### src/rtl/fifo_pkg.sv
// Shared constants and types for the parametrised FIFO and its bench.
package fifo_pkg;

  localparam int FIFO_WIDTH_DEF = 8;
  localparam int FIFO_DEPTH_DEF = 8;

  typedef struct packed {
    logic overflow;
    logic underflow;
  } fifo_err_t;

  // Pointer width: address bits plus one wrap bit, so all DEPTH entries are usable.
  function automatic int fifo_ptr_w(input int depth);
    return $clog2(depth) + 1;
  endfunction

endpackage

### src/rtl/fifo_mem.sv
// WIDTH x DEPTH storage: one write port, one registered read port.
module fifo_mem #(
  parameter int WIDTH = 8,
  parameter int DEPTH = 8
) (
  input  logic                     clk,
  input  logic                     rst_n,
  input  logic                     wr_en,
  input  logic [$clog2(DEPTH)-1:0] wr_addr,
  input  logic [WIDTH-1:0]         wr_data,
  input  logic                     rd_en,
  input  logic [$clog2(DEPTH)-1:0] rd_addr,
  output logic [WIDTH-1:0]         rd_data
);

  logic [WIDTH-1:0] mem_q [DEPTH];
  logic [WIDTH-1:0] rd_data_q;

  // The array itself carries no reset; only the output register does.
  always_ff @(posedge clk) begin
    if (wr_en) mem_q[wr_addr] <= wr_data;
  end

  always_ff @(posedge clk or negedge rst_n) begin
    if (!rst_n)     rd_data_q <= '0;
    else if (rd_en) rd_data_q <= mem_q[rd_addr];
  end

  assign rd_data = rd_data_q;

endmodule

### src/rtl/fifo_param.sv
// Parametrised single-clock FIFO: pointers, occupancy, thresholds and sticky errors.
module fifo_param
  import fifo_pkg::*;
#(
  parameter int WIDTH    = FIFO_WIDTH_DEF,
  parameter int DEPTH    = FIFO_DEPTH_DEF,
  parameter int AF_LEVEL = DEPTH - 2,
  parameter int AE_LEVEL = 2
) (
  input  logic                         clk,
  input  logic                         rst_n,
  input  logic                         wr_enb,
  input  logic [WIDTH-1:0]             data_in,
  input  logic                         rd_enb,
  output logic [WIDTH-1:0]             data_out,
  output logic                         rd_valid,
  output logic                         empty,
  output logic                         full,
  output logic                         almost_empty,
  output logic                         almost_full,
  output logic [$clog2(DEPTH):0]       count,
  output logic                         overflow,
  output logic                         underflow,
  input  logic                         clr_err
);

  localparam int PW = fifo_ptr_w(DEPTH);
  localparam int AW = PW - 1;
  localparam logic [PW-1:0] AF_LVL = PW'(AF_LEVEL);
  localparam logic [PW-1:0] AE_LVL = PW'(AE_LEVEL);

  logic [PW-1:0] wr_ptr_q, wr_ptr_d;
  logic [PW-1:0] rd_ptr_q, rd_ptr_d;
  logic [PW-1:0] count_q, count_d;
  logic          rd_valid_q, rd_valid_d;
  fifo_err_t     err_q, err_d;
  logic          wr_ok, rd_ok;

  // Handshake: a request is accepted in the cycle it is high and the matching
  // *_ok is true; there is no backpressure signal, rejected requests are simply
  // dropped and recorded in the sticky error flags. A write to a full FIFO is
  // accepted only when a read frees a slot in the same cycle.
  assign empty = (wr_ptr_q == rd_ptr_q);
  assign full  = (wr_ptr_q[AW] != rd_ptr_q[AW]) && (wr_ptr_q[AW-1:0] == rd_ptr_q[AW-1:0]);
  assign rd_ok = rd_enb & ~empty;
  assign wr_ok = wr_enb & (~full | rd_ok);

  always_comb begin
    wr_ptr_d   = wr_ptr_q;
    rd_ptr_d   = rd_ptr_q;
    count_d    = count_q + PW'(wr_ok) - PW'(rd_ok);
    rd_valid_d = rd_ok;
    err_d      = err_q;
    if (wr_ok) wr_ptr_d = wr_ptr_q + PW'(1);
    if (rd_ok) rd_ptr_d = rd_ptr_q + PW'(1);
    if (clr_err) err_d = '0;
    // New errors are applied after the clear so they win a same-cycle race.
    if (wr_enb & full & ~rd_enb) err_d.overflow  = 1'b1;
    if (rd_enb & empty)          err_d.underflow = 1'b1;
  end

  always_ff @(posedge clk or negedge rst_n) begin
    if (!rst_n) begin
      wr_ptr_q   <= '0;
      rd_ptr_q   <= '0;
      count_q    <= '0;
      rd_valid_q <= 1'b0;
      err_q      <= '0;
    end else begin
      wr_ptr_q   <= wr_ptr_d;
      rd_ptr_q   <= rd_ptr_d;
      count_q    <= count_d;
      rd_valid_q <= rd_valid_d;
      err_q      <= err_d;
    end
  end

  fifo_mem #(
    .WIDTH (WIDTH),
    .DEPTH (DEPTH)
  ) u_mem (
    .clk     (clk),
    .rst_n   (rst_n),
    .wr_en   (wr_ok),
    .wr_addr (wr_ptr_q[AW-1:0]),
    .wr_data (data_in),
    .rd_en   (rd_ok),
    .rd_addr (rd_ptr_q[AW-1:0]),
    .rd_data (data_out)
  );

  assign rd_valid     = rd_valid_q;
  assign count        = count_q;
  assign almost_full  = (count_q >= AF_LVL);
  assign almost_empty = (count_q <= AE_LVL);
  assign overflow     = err_q.overflow;
  assign underflow    = err_q.underflow;

endmodule

### config.mk
export PLATFORM = sky130hd
export DESIGN_NAME = fifo_param
export DESIGN_NICKNAME = d
export VERILOG_FILES = /design/src/rtl/fifo_pkg.sv /design/src/rtl/fifo_mem.sv /design/src/rtl/fifo_param.sv
export SDC_FILE = /design/constraint.sdc
export NUM_CORES = 1
export LEC_CHECK = 0
export ABC_AREA = 0
export CAP_MARGIN = 20
export CORE_MARGIN = 1.5
export CORE_UTILIZATION = 55
export CTS_BUF_LIST = sky130_fd_sc_hd__clkbuf_4
export CTS_CLUSTER_DIAMETER = 50
export DETAILED_ROUTE_END_ITERATION = 7
export GPL_TIMING_DRIVEN = 0
export PLACE_DENSITY = 0.79
export SLEW_MARGIN = 20
export SYNTH_ARGS = -nofsm -noshare
export SYNTH_HDL_FRONTEND = slang
export SYNTH_SLANG_ARGS = --single-unit
### constraint.sdc
create_clock -name clk -period 3.05 [get_ports clk]
set_input_delay 0.7625 -clock clk [delete_from_list [all_inputs] [get_ports clk]]
set_output_delay 0.7625 -clock clk [all_outputs]
set_load 0.02 [all_outputs]
== After elaboration in Yosys (flattened, before gate mapping) ==
Memories as Yosys holds them, arrays and structs flattened. A register that Yosys moved wholly into a read port is not among the register bits.
Cells that the tools add are included.

* Flip-flop bits (word level): 15
* Latch bits: 0
* RAM bits: 64
* ROM bits: 0
* Input bits: 13
* Output and inout port bits: 19
* Memories kept: 1

* $add $sub $neg: 4
* Multiply operators: 0
* Div/mod/pow operators: 0
* Magnitude comparators: 2
* Equal/unequal tests: 3
* Shift-type cells: 0
* Mux-type cells: 5
* Bitwise operators: 9
* Reductions and logical operators: 4

{| class="wikitable"
|+ Memories
! name !! depth !! bits a word !! read ports !! clocked after Yosys merged registers in !! write ports !! line !! source
|-
| u_mem.mem_q || 8 || 8 || 1 || 1 || 1 || fifo_mem.sv:16 || <nowiki>logic [WIDTH-1:0] mem_q [DEPTH];</nowiki>
|}

{| class="wikitable"
|+ Operators with widths
! kind !! number
|-
| $add 4x1->4 const B || 2
|-
| $and 1x1->1 || 5
|-
| $add 4x1->4 || 1
|-
| $eq 4x4->1 || 1
|-
| $ge 4x3->1 const B || 1
|-
| $le 4x2->1 const B || 1
|-
| $mux 1 || 4
|-
| $reduce_bool 2->1 || 2
|-
| $sub 4x1->4 || 1
|-
| $eq 3x3->1 || 1
|-
| $not 1->1 || 3
|-
| $mux 2 || 1
|-
| $logic_and 1x1->1 || 1
|-
| $logic_not 1->1 || 1
|-
| $ne 1x1->1 || 1
|-
| $or 1x1->1 || 1
|}

== Longest topological paths before layout ==
* Depth in word-level cells: 7
* Mapped depth: 9
* Depth with buffers taken out: 8

== Modules after synthesis ==
Synthesis repeated with hierarchy kept, for this count alone.

* Cell total of the unflattened synthesis: 248
* Area total of the unflattened synthesis: 3728.6 sq um

{| class="wikitable"
|+ By module, submodules not included
! module !! instances !! cells an instance !! area each (sq um) !! sequential area each (sq um)
|-
| fifo_mem || 1 || 169 || 2861.5 || 2122.0
|-
| fifo_param || 1 || 79 || 867.1 || 375.4
|}

== Worst setup path before layout ==
OpenSTA, ideal clock, no wires.

* Path type: register to register
* From: register wr_ptr_q[0]
* To: memory u_mem.mem_q[0][0] (enable)
* Arrival: 1.827 ns
* Required time: 2.655 ns
* Slack: 0.829 ns
* Cell stages (with the launch flop): 6
* Path buffers: 1
* Clock period less this slack: 2.221 ns
* Cells stage by stage: dfrtp_1 > buf_2 > xnor2_1 > nand4_2 > nor2_1 > nor4_1

* Cells in the longest elaborated chain, start to end: 7
* Elaborated cells between the ends (all ways): 10

{| class="wikitable"
|+ RTL lines
! item !! line !! source
|-
| start, declared || fifo_param.sv:32 || <nowiki>logic [PW-1:0] wr_ptr_q, wr_ptr_d;</nowiki>
|-
| start signal, assigned || fifo_param.sv:70 || <nowiki>wr_ptr_q <= wr_ptr_d;</nowiki>
|-
| $eq 4x4->1 or $eq 3x3->1 (tied branches) || fifo_param.sv:43, fifo_param.sv:44 ||
|-
| $not 1->1 or $logic_and 1x1->1 (tied branches) || fifo_param.sv:45, fifo_param.sv:44 ||
|-
| $and 1x1->1 or $not 1->1 (tied branches) || fifo_param.sv:45, fifo_param.sv:46 ||
|-
| $or 1x1->1 || fifo_param.sv:46 || <nowiki>assign wr_ok = wr_enb & (~full | rd_ok);</nowiki>
|-
| $and 1x1->1 || fifo_param.sv:46 ||
|-
| $mux 1 || fifo_mem.sv:21 || <nowiki>if (wr_en) mem_q[wr_addr] <= wr_data;</nowiki>
|-
| $mux 1 (implied by the code) || fifo_mem.sv:21 ||
|-
| end, declared || fifo_mem.sv:16 ||
|}

Parallel ways exist; a longest one is shown, timed or not.

== Final worst setup path ==
* From: register rd_ptr_q[2]
* To: output port full

* Cells in the longest elaborated chain, start to end: 2

{| class="wikitable"
|+ RTL lines
! item !! line !! source
|-
| start, declared || fifo_param.sv:33 || <nowiki>logic [PW-1:0] rd_ptr_q, rd_ptr_d;</nowiki>
|-
| start signal, assigned || fifo_param.sv:71 || <nowiki>rd_ptr_q <= rd_ptr_d;</nowiki>
|-
| $eq 3x3->1 || fifo_param.sv:44 || <nowiki>assign full = (wr_ptr_q[AW] != rd_ptr_q[AW]) && (wr_ptr_q[AW-1:0] == rd_ptr_q[AW-1:0]);</nowiki>
|-
| $logic_and 1x1->1 || fifo_param.sv:44 ||
|-
| end, declared || fifo_param.sv:18 || <nowiki>output logic full,</nowiki>
|}

No other way between the ends.

==> reports/qor.yml <==
final_layout:
  antenna_cells: 0
  final_area_sq_um: 4279
  seqCellArea_sq_um: 2497
  multi_input_area_sq_um: 1047
  syn_to_final_growth_pct: 18.26
  final_cell_mix: "edfxtp_1 (64), clkdlybuf4s50_1 (29), dfrtp_1 (23)"
  mostFrequentLayoutCell: "edfxtp_1"
  final_nets: 282
  drive_above_1_share_pct: 23.77
  num-fill-cells: 413
clocking:
  clkLatencyLatePin_ns: 0.43
  max-clock-path-buffers: 2
  clk_pin_slew_worst_paths_ns: 0.15
  cts_buffers: 9
  root_buffer: "clkbuf_4"
  htree_levels: 3
  cts_tree: "yes"
  cts_sinks: 87
drt:
  drt_wl_total_um: 6839
  drt_iter0_drc: 123
  first_pass_iters: 4
  antenna_left: 0
  drc: 0
  vias: 1977
  vias_per_cell: 5.781
  wl_per_cell_um: 20.00
logic_synthesis:
  synth.area.top_cells: "edfxtp_1 (53%), dfrtp_1 (16%), mux4_2 (8.7%)"
  yosysTopAreaCell: "edfxtp_1"
  synth_top_family_by_area: "multiplexers"
  synth_edf_count: 64
  synth_nets: 231
  synth_compound_area_share_pct: 3.423
  synth_flop_cell: "edfxtp_1"
  synth_xor_xnor_area_share_pct: 3.562
  synth.area.mux_share_pct: 13.00
  synth.avg_cell_area_sq_um: 17.31
  ys_warn_count: 0
  synthSimpleGateAreaFrac_pct: 4.357
  yosys.area_share.adder_pct: 3.320
  ys_types: 36
  netlist_area_sq_um: 3618
  yosys.area.top_type_share_pct: 53.11
  synthCells: 209
  synth-seq-cells: 87
  yosysSeqAreaShare_pct: 69.02
  synthArstFlopShare_pct: 26.44
timing:
  setup_violations: 0
  slew_viol_final: 0
  finalClockSkew_ns: 0.02145
  fin_ws_ns: 0.1374
  worstMarginPinSlew_ns: 0.8315
  timing.slew.headroom_pct: 44.56
  final-hold-violation-count: 0
  fin_crit_sh_pct: 95.49
  max_clock_freq_ghz: 0.3433
  rsz0062_at_grt: "false"
  fin_crit_ns: 2.913
setup_path:
  cp_slowest_cell: "clkdlybuf4s50_1"
  cp.required_ns: 2.29
  crit_path_end_kind: "primary output"
  critical_path_arrival_ns: 2.15
  critPathLaunchType: "flip-flop"
  critPathKind: "flip-flop to primary output"
  cp_slowest_stage_delay_ns: 0.60
  cp_cell_sequence: "buf_4, xnor2_1, nand4_2, inv_1, clkdlybuf4s50_1"
  critPathBufInv: 3
  critical_path.max_fanout: 10
  critical_path.top_delay_family: "buffers and inverters"
place:
  io_buffers: 31
  pre_cts_slack_ns: -0.06131
  hpwl_um: 4552
  place_area_sq_um: 4116
  gp_routability_congestion: 0.7829
outcome:
  status: "finished clean"
power:
  power.density_nw_per_um2: 977.5
  combinationalPowerShare_pct: 43.3
  p_switching_mw: 1.491
  irDropWorstVdd_mv: 0.6400
  clkPwrFrac_pct: 15.7
  p_leak_nw: 1.623
  p_seq_share_pct: 41.0
  p_int_mw: 2.691
  swShare_pct: 35.66
floorplanning:
  initial_core_util_pct: 56.99
  fp.dieArea_sq_um: 7074
  core_area_sq_um: 6350
  row_count: 29
  die_h_um: 84.11
  fp.dieW_um: 84.11
  ios: 32
global_routing:
  grt_max_degree: 24
  track_usage_pct: 21.29
  grt_first_pass_wirelength_um: 10850
  antenna_found_initial: 0
  grt_overflow: 0
  first_global_vias: 2020
job:
  drv_cap: 0
hold_path:
  hp-class: "primary input to asynchronous set/reset pin"
## cell families (layout without fill, tap and decap cells)
logic type / count (synthesis) / in the layout
AO/OA/AOI/OAI: 19 / 19
adder cells (fa/ha/maj): 9 / 9
multiplexers: 26 / 26
AND/OR/NAND/NOR: 32 / 32
buffers and inverters: 23 / 79
flip-flops: 87 / 87
XOR/XNOR: 13 / 13
## Yosys cell counts, drive strengths merged (2+ instances only)
cell	number
a22o	3
buf	9
dfrtp	23
edfxtp	64
ha	8
inv	14
mux2	2
mux2i	8
mux4	16
nand2	13
nand3	3
nor2	7
nor3	4
nor4	3
o21ai	11
xnor2	9
xor2	4
## area by class of cell
cell class	count	area share (%)
tap	77	2.251
clock inverter	6	1.579
timing repair buffer	40	8.772
multi-input combinational	99	24.47
clock buffer	10	1.754
inverter	14	1.228
buffer	9	1.579
sequential	87	58.36
## power groups by stage
stage                     logic, mW  clock network, mW  registers, mW
after floorplan                1.07                  0           1.82
after global placement         1.68                  0           1.73
after detailed placement       1.79                  0           1.74
after CTS                      1.81              0.664           1.71
after global routing           1.97              0.722           1.74
final                          1.81              0.656           1.71
## stage by stage
step / hold WS [ns] / utilization (%) / std cells / power (mW) / TNS [ns]
2_1_floorplan: 0.4669 / - / 209 / 2.896 / 0
5_1_grt: 0.3242 / 67.39 / 342 / 4.431 / 0
3_5_place_dp: 0.4693 / 64.83 / 324 / 3.534 / -0.1073
3_3_place_gp: 0.4599 / 63.39 / 317 / 3.414 / -18.90
6_report: 0.2879 / 67.39 / 342 / 4.183 / 0
4_1_cts: 0.4963 / 67.07 / 340 / 4.186 / 0
## repair_timing
item,4_1_cts,5_1_grt
hold buffers,0,0
setup buffers,0,2
gates resized for setup,0,2
endpoints found under the setup margin,0,2
## sequential cells by signal, indices dropped and copies added (netlist names)
name	count
u_mem.mem_q	64
u_mem.rd_data	8
count	4
rd_ptr_q	4
wr_ptr_q	4
overflow	1
rd_valid	1
underflow	1
## per-layer routing
metal  wire length, um  up-vias  GRT usage [%]
met5                 0        -              0
met4               150        0          9.538
met3               258       13          3.660
met2              3452       55          34.69
met1              2977     1008          28.51
li1                  -      901              -
## worst paths after layout
path / from / to / slack, ns / depth (start not counted)
setup reg to reg: wr_ptr_q[1]$_DFFE_PN0P_ / count[2]$_DFF_PN0_ / 0.66 / 9
min in group clk: u_mem.rd_data[5]$_DFFE_PN0N_ / u_mem.rd_data[5]$_DFFE_PN0N_ / 0.49 / 2
hold reg to reg: u_mem.rd_data[5]$_DFFE_PN0N_ / u_mem.rd_data[5]$_DFFE_PN0N_ / 0.49 / 2
setup / recovery: rd_ptr_q[2]$_DFFE_PN0N_ / full / 0.14 / 5
hold / removal: rst_n / u_mem.rd_data[6]$_DFFE_PN0N_ / 0.29 / 1
max in group asynchronous: rst_n / rd_ptr_q[1]$_DFFE_PN0N_ / 2.38 / 1
Note: power is estimated with default switching activity, not from simulation.
